**src/rtl/lms_conv_mon_if.sv**
```systemverilog
// lms_conv_mon_if -- bundle of the error-sample input and the convergence
// monitor outputs.
//   e_in/e_valid      : signed error sample and its qualifier (master -> slave)
//   mse_out/mse_valid : block mean-square error and its update pulse
//   state_out         : IDLE=0, ADAPT=1, CONV=2, DIV=3
//   converged/diverged: state decodes
//   blocks_out        : completed-block count, saturating at 255
interface lms_conv_mon_if #(
  parameter int W2 = 16
);
  logic signed [W2-1:0] e_in;
  logic                 e_valid;
  logic [W2-1:0]        mse_out;
  logic                 mse_valid;
  logic [1:0]           state_out;
  logic                 converged;
  logic                 diverged;
  logic [7:0]           blocks_out;

  modport master (
    output e_in, e_valid,
    input  mse_out, mse_valid, state_out, converged, diverged, blocks_out
  );

  modport slave (
    input  e_in, e_valid,
    output mse_out, mse_valid, state_out, converged, diverged, blocks_out
  );
endinterface

```
**src/rtl/lms_conv_mon.sv**
```systemverilog
// lms_conv_mon -- convergence monitor for a delayed-LMS filter.
// Squares each valid error sample, sums blocks of N = 2^LOG2N valid samples,
// publishes the scaled block MSE and classifies the filter as
// IDLE / ADAPT / CONV / DIV from successive block MSE values.
// Ports:
//   clk   : single clock, rising edge
//   reset : synchronous, active-high
//   bus   : lms_conv_mon_if slave (e_in/e_valid in; mse_out, mse_valid,
//           state_out, converged, diverged, blocks_out out)
module lms_conv_mon #(
  parameter int W2      = 16,
  parameter int LOG2N   = 4,
  parameter int SH      = 8,
  parameter int CONV_TH = 4,
  parameter int EXIT_TH = 16,
  parameter int DIV_TH  = 4096,
  parameter int HOLD    = 3
) (
  input logic          clk,
  input logic          reset,
  lms_conv_mon_if.slave bus
);

  localparam int AW = 2*W2 + LOG2N;   // accumulator width, holds N full-scale squares
  localparam int GW = $clog2(HOLD + 1);

  localparam logic [W2-1:0] CONV_T  = CONV_TH[W2-1:0];
  localparam logic [W2-1:0] EXIT_T  = EXIT_TH[W2-1:0];
  localparam logic [W2-1:0] DIV_T   = DIV_TH[W2-1:0];
  localparam logic [GW-1:0] HOLD_G  = GW'(HOLD);
  localparam logic [GW-1:0] HOLD_M1 = GW'(HOLD - 1);
  localparam logic [GW-1:0] ONE_G   = GW'(1);

  typedef enum logic [1:0] {
    IDLE  = 2'd0,
    ADAPT = 2'd1,
    CONV  = 2'd2,
    DIV   = 2'd3
  } state_t;

  // Stage 1: input register
  logic signed [W2-1:0] s1_e_reg;
  logic                 s1_v_reg;

  always_ff @(posedge clk) begin
    if (reset) begin
      s1_e_reg <= '0;
      s1_v_reg <= 1'b0;
    end else begin
      s1_e_reg <= bus.e_in;
      s1_v_reg <= bus.e_valid;
    end
  end

  // Stage 2: square (always non-negative, so the signed product fits unsigned)
  logic signed [2*W2-1:0] prod;
  logic [2*W2-1:0]        s2_sq_reg;
  logic                   s2_v_reg;

  assign prod = s1_e_reg * s1_e_reg;

  always_ff @(posedge clk) begin
    if (reset) begin
      s2_sq_reg <= '0;
      s2_v_reg  <= 1'b0;
    end else begin
      s2_sq_reg <= unsigned'(prod);
      s2_v_reg  <= s1_v_reg;
    end
  end

  // Stage 3: block accumulator. A zero sample count marks the first sample of
  // a block, which loads the accumulator so back-to-back blocks never mix.
  logic [AW-1:0]    acc_reg;
  logic [LOG2N-1:0] cnt_reg;
  logic             done_reg;

  always_ff @(posedge clk) begin
    if (reset) begin
      acc_reg  <= '0;
      cnt_reg  <= '0;
      done_reg <= 1'b0;
    end else begin
      done_reg <= 1'b0;
      if (s2_v_reg) begin
        if (cnt_reg == '0)
          acc_reg <= {{LOG2N{1'b0}}, s2_sq_reg};
        else
          acc_reg <= acc_reg + {{LOG2N{1'b0}}, s2_sq_reg};
        cnt_reg  <= cnt_reg + 1'b1;
        done_reg <= (cnt_reg == '1);
      end
    end
  end

  // Scaled block MSE, saturated to the output width
  logic [AW-1:0] acc_sh;
  logic [W2-1:0] mse_calc;

  assign acc_sh   = acc_reg >> (LOG2N + SH);
  assign mse_calc = (|acc_sh[AW-1:W2]) ? '1 : acc_sh[W2-1:0];

  // Output registers
  logic [W2-1:0] mse_reg;
  logic          mse_valid_reg;
  logic [7:0]    blocks_reg;

  always_ff @(posedge clk) begin
    if (reset) begin
      mse_reg       <= '0;
      mse_valid_reg <= 1'b0;
      blocks_reg    <= '0;
    end else begin
      mse_valid_reg <= done_reg;
      if (done_reg) begin
        mse_reg <= mse_calc;
        if (blocks_reg != 8'hFF)
          blocks_reg <= blocks_reg + 8'd1;
      end
    end
  end

  // FSM: state register
  state_t        state_reg, state_next;
  logic [GW-1:0] good_reg, good_next;

  always_ff @(posedge clk) begin
    if (reset) begin
      state_reg <= IDLE;
      good_reg  <= '0;
    end else begin
      state_reg <= state_next;
      good_reg  <= good_next;
    end
  end

  // FSM: next state. Evaluated only when a block completes, i.e. in step
  // with the mse_out update; the divergence check overrides every state.
  always_comb begin
    state_next = state_reg;
    good_next  = good_reg;
    if (done_reg) begin
      if (mse_calc >= DIV_T) begin
        state_next = DIV;
      end else begin
        case (state_reg)
          IDLE: begin
            state_next = ADAPT;
            good_next  = (mse_calc < CONV_T) ? ONE_G : '0;
          end
          ADAPT: begin
            if (mse_calc < CONV_T) begin
              if (good_reg >= HOLD_M1) begin
                state_next = CONV;
                good_next  = HOLD_G;
              end else begin
                good_next = good_reg + ONE_G;
              end
            end else begin
              good_next = '0;
            end
          end
          CONV: begin
            // Between CONV_TH and EXIT_TH the state holds (hysteresis)
            if (mse_calc >= EXIT_T) begin
              state_next = ADAPT;
              good_next  = '0;
            end
          end
          default: state_next = DIV;  // DIV is sticky
        endcase
      end
    end
  end

  // FSM: outputs
  always_comb begin
    bus.state_out  = state_reg;
    bus.converged  = (state_reg == CONV);
    bus.diverged   = (state_reg == DIV);
    bus.mse_out    = mse_reg;
    bus.mse_valid  = mse_valid_reg;
    bus.blocks_out = blocks_reg;
  end

endmodule

```
**src/flat_wrapper.sv**
```systemverilog
// flat-port wrapper written by rule: the top's interface ports become plain ports
module lms_conv_mon_flat 
#(
  parameter int W2      = 16,
  parameter int LOG2N   = 4,
  parameter int SH      = 8,
  parameter int CONV_TH = 4,
  parameter int EXIT_TH = 16,
  parameter int DIV_TH  = 4096,
  parameter int HOLD    = 3
)
  (clk, reset, bus_e_in, bus_e_valid, bus_mse_out, bus_mse_valid, bus_state_out, bus_converged, bus_diverged, bus_blocks_out);
  lms_conv_mon_if #(.W2(W2)) bus_i ();
  input logic clk;
  input logic reset;
  input wire logic [$bits(bus_i.e_in)-1:0] bus_e_in;
  input wire logic [$bits(bus_i.e_valid)-1:0] bus_e_valid;
  output wire logic [$bits(bus_i.mse_out)-1:0] bus_mse_out;
  output wire logic [$bits(bus_i.mse_valid)-1:0] bus_mse_valid;
  output wire logic [$bits(bus_i.state_out)-1:0] bus_state_out;
  output wire logic [$bits(bus_i.converged)-1:0] bus_converged;
  output wire logic [$bits(bus_i.diverged)-1:0] bus_diverged;
  output wire logic [$bits(bus_i.blocks_out)-1:0] bus_blocks_out;
  assign bus_i.e_in = bus_e_in;
  assign bus_i.e_valid = bus_e_valid;
  assign bus_mse_out = bus_i.mse_out;
  assign bus_mse_valid = bus_i.mse_valid;
  assign bus_state_out = bus_i.state_out;
  assign bus_converged = bus_i.converged;
  assign bus_diverged = bus_i.diverged;
  assign bus_blocks_out = bus_i.blocks_out;
  lms_conv_mon #(.W2(W2), .LOG2N(LOG2N), .SH(SH), .CONV_TH(CONV_TH), .EXIT_TH(EXIT_TH), .DIV_TH(DIV_TH), .HOLD(HOLD)) u_core (.clk(clk), .reset(reset), .bus(bus_i));
endmodule
```
**config.mk**
```make
export PLATFORM = sky130hd
export DESIGN_NAME = lms_conv_mon_flat
export DESIGN_NICKNAME = d
export VERILOG_FILES = /design/src/rtl/lms_conv_mon_if.sv /design/src/rtl/lms_conv_mon.sv /design/src/flat_wrapper.sv
export SDC_FILE = /design/constraint.sdc
export NUM_CORES = 1
export LEC_CHECK = 0
export ABC_AREA = 1
export BUFFER_PORTS_ARGS = -buffer_cell sky130_fd_sc_hd__buf_2
export CORE_ASPECT_RATIO = 1.2
export CORE_MARGIN = 2
export CORE_UTILIZATION = 40
export DETAILED_ROUTE_END_ITERATION = 6
export GPL_ROUTABILITY_DRIVEN = 0
export GPL_TIMING_DRIVEN = 0
export PLACE_DENSITY = 0.62
export RECOVER_POWER = 50
export SETUP_SLACK_MARGIN = 0.1
export SYNTH_ARGS = -nofsm -noshare
export SYNTH_HDL_FRONTEND = slang
export SYNTH_SLANG_ARGS = --single-unit
```
**constraint.sdc**
```tcl
create_clock -name clk -period 8.8 [get_ports clk]
set_input_delay 1.76 -clock clk [delete_from_list [all_inputs] [get_ports clk]]
set_output_delay 1.76 -clock clk [all_outputs]
set_load 0.02 [all_outputs]
```
==> results.sh <==
export IMPL_outcome="completed"
export IMPL_postRouteAntennaNets=0
export IMPL_crit_chain="clkbuf_1 -> clkbuf_1 -> nand2_1 -> fa_1 -> inv_1 -> fa_1 -> fa_1 -> fa_1 -> inv_1 -> fa_1 -> fa_1 -> inv_1 -> ha_1 -> inv_1 -> nor3_1 -> nand2_1 -> nor2_1 -> nor2_1 -> nand2_1 -> nand2_1 -> nand2_1 -> nor2_1"
export IMPL_dp_hpwl_um=36200
export IMPL_drv_cap=0
export IMPL_place_inst=2835
export IMPL_wl_per_cell_um=15.0
export IMPL_synth_cell_type_count=36
export IMPL_nNetsFinal=2703
export IMPL_hold_violations=0
export IMPL_min_path_cells=2
export IMPL_dieWidth_um=188
export IMPL_route_detailed_drc=0
export IMPL_start_util_pct=40.6
export IMPL_drt_pass1_iter_count=7
export IMPL_period_share_pct=78.6
export IMPL_syn_avg_cell_area_um2=7.19
export IMPL_num_fill_cells=4084
export IMPL_min_path_type="reg -> reg"
export IMPL_cp_common_cell="fa_1"
export IMPL_largest_reg_flops=36
export IMPL_io_pins=48
export IMPL_clk_path_buf_depth=2
export IMPL_reg2reg_depth=22
export IMPL_syn2layout_area_growth_pct=9.16
export IMPL_grt_pass1_wl_um=70900
export IMPL_cp_arrival_ns=7.26
export IMPL_yosysWarningCount=0
export IMPL_n_antenna_cell=0
export IMPL_die_y_um=225
export IMPL_synth_area_mm2=0.0162
export IMPL_syn_num_nets=2638
export IMPL_cts_sinks=119
export IMPL_setup_viol=0
export IMPL_finalNonFillerCells=2867
export IMPL_drt_wl_total_um=43100
export IMPL_startpoint_type="flip-flop"
export IMPL_grt_max_degree=17
export IMPL_portBuffers=46
export IMPL_design_core_area_mm2=0.0399
export IMPL_slew_headroom_pct=48.9
export IMPL_cts_buffers_inserted=17
export IMPL_post_route_util_pct=44.4
export IMPL_crit_required_ns=9.15
export IMPL_ys_ff_latch=119
export IMPL_post_cts_buffers=0
export IMPL_avgViaCountPerCell=4.86
export IMPL_cts_root_buffer="clkbuf_16"
export IMPL_htreeDepth=4
export IMPL_synth_top_cell_area_share_pct=28.9
export IMPL_worstPathMaxFanout=10
export IMPL_clock_fmax_mhz=145
export IMPL_finalCriticalPeriod_ns=6.92
export IMPL_drive_gt1_share_pct=4.07
export IMPL_final_max_slew_viol_count=0
export IMPL_cpPeakStageDelay_ns=0.85
export IMPL_clk_pin_slew_ns=0.07
export IMPL_die_area_mm2=0.0422
export IMPL_postCtsHoldBufs=0
export IMPL_grt_pass1_vias=14300
export IMPL_end_kind="flip-flop"
export IMPL_worst_path_max_delay_cell="fa_1"
export IMPL_tightestPinTransition_ns=0.767
export IMPL_skew_ns=0.0140
export IMPL_ir_drop_mv=0.171
export IMPL_hold_ws_ns=0.411
export IMPL_fin_setup_tns_ns=0
export IMPL_synthCells=2256
export IMPL_yosys_area_top_type="fa_1"
export IMPL_yosysSeqAreaShare_pct=14.7
export IMPL_drt_iter0_markers=779
export IMPL_grtUsageTotal_pct=21.2
export IMPL_grt_overflow=0
export IMPL_synthTopCellsByArea="fa_1 (29%), dfxtp_1 (15%), inv_1 (14%), nand2_1 (12%), ha_1 (9.9%)"
export IMPL_p_leak_nw=9.80
export IMPL_tritoncts="built"
export IMPL_cts_resized=0
export IMPL_antenna_found_initial=0
export IMPL_clk_latency_ns=0.45
export IMPL_powerDensity_mw_per_mm2=180
export IMPL_rsz0062_at_grt="no"
export IMPL_row_count=80
export IMPL_num_vias=13900
export IMPL_worst_setup_path_type="reg -> reg"
-- cells in the mapped netlist --
cell and n:
o21a_1 5, nor4_1 3, fa_1 234, buf_6 1, inv_1 604, nor3_1 15, a21boi_0 2, nand3_1 91
xnor2_1 21, o21bai_1 14, a31o_2 2, o21ai_2 1, clkbuf_1 54, nor2_2 8, o21ai_0 72, a21o_1 8
buf_1 5, nor2_1 170, nand2_2 5, a21oi_1 118, or2_2 7, o311ai_0 1, a32oi_1 1, nand2_1 501
ha_1 129, nand4_1 11, clkinv_1 3, nor2_4 1, and2_1 4, nor3b_1 1, nand3b_1 2, dfxtp_1 119
a31oi_1 9, buf_2 3, o211ai_1 17, xor2_1 14
-- logic make-up (layout without fill, tap and decap cells) --
kind of cell / count (synthesis) / in the layout / synth area share [%]
buf+inv: 670 / 748 / 15.6
fa+ha+maj: 363 / 363 / 38.8
simple gates: 819 / 819 / 20.5
compound gates: 250 / 250 / 8.60
flops: 119 / 119 / 14.7
xor+xnor: 35 / 35 / 1.89
-- path summary, 6_finish.rpt --
path / from / end / slack, ns
setup / recovery: u_core.s1_e_reg[6] / u_core.s2_sq_reg[31] / 1.88
hold / removal: u_core.s1_v_reg / u_core.s2_v_reg / 0.41
setup reg to reg: u_core.s1_e_reg[6] / u_core.s2_sq_reg[31] / 1.88
hold reg to reg: u_core.s1_v_reg / u_core.s2_v_reg / 0.41
-- placed cells by master (no fill, tap or decap), types with 21 or more instances in the layout --
cell type / Yosys / routed
fa_1: 234 / 234
ha_1: 129 / 129
o21ai_0: 72 / 72
xnor2_1: 21 / 21
inv_1: 604 / 604
dfxtp_1: 119 / 119
buf_2: 3 / 38
clkbuf_1: 54 / 69
nand3_1: 91 / 91
a21oi_1: 118 / 118
nand2_1: 501 / 501
nor2_1: 170 / 170
-- through the flow --
step	total power, mW	cell area, um^2	worst slack (ns)
4_1_cts	3.20	17700	1.96
5_1_grt	3.52	17700	1.58
6_report	3.20	17700	1.88
2_1_floorplan	1.99	16200	3.15
3_3_place_gp	2.43	17100	2.06
3_5_place_dp	2.45	17100	1.98
-- layout make-up --
| cell class | instances | area, um^2 | area share [%] |
|---|---|---|---|
| Buffer | 63 | 244 | 1.38 |
| Clock buffer | 18 | 439 | 2.48 |
| Clock inverter | 14 | 164 | 0.925 |
| Inverter | 607 | 2280 | 12.9 |
| Multi-Input combinational cell | 1467 | 11300 | 63.9 |
| Sequential cell | 119 | 2380 | 13.4 |
| Tap cell | 533 | 667 | 3.76 |
| Timing Repair Buffer | 46 | 220 | 1.24 |
-- layer usage --
layer  GRT usage, %  vias to the layer above  part of all wire (%)
met2           38.2                      365                    49
li1               -                     6825                     -
met1           25.7                     6637                    43
met3           2.50                      101                   4.0
met4           9.02                        0                   4.1
met5              0                        -                     0
-- power by group --
part           switching (mW)  total (mW)  internal, mW
combinational            1.16        1.80         0.635
clock                   0.308       0.740         0.433
sequential             0.0552       0.659         0.604
-- critical path: cells and delay by family, from the launching register on --
kind,cells,cell delay [ns]
and+or+nand+nor,9,1.11
adders and majority gates,7,3.96
DFF,1,0.35
buffers and inverters,6,1.38
No activity file was read; power rests on OpenSTA's default activity.
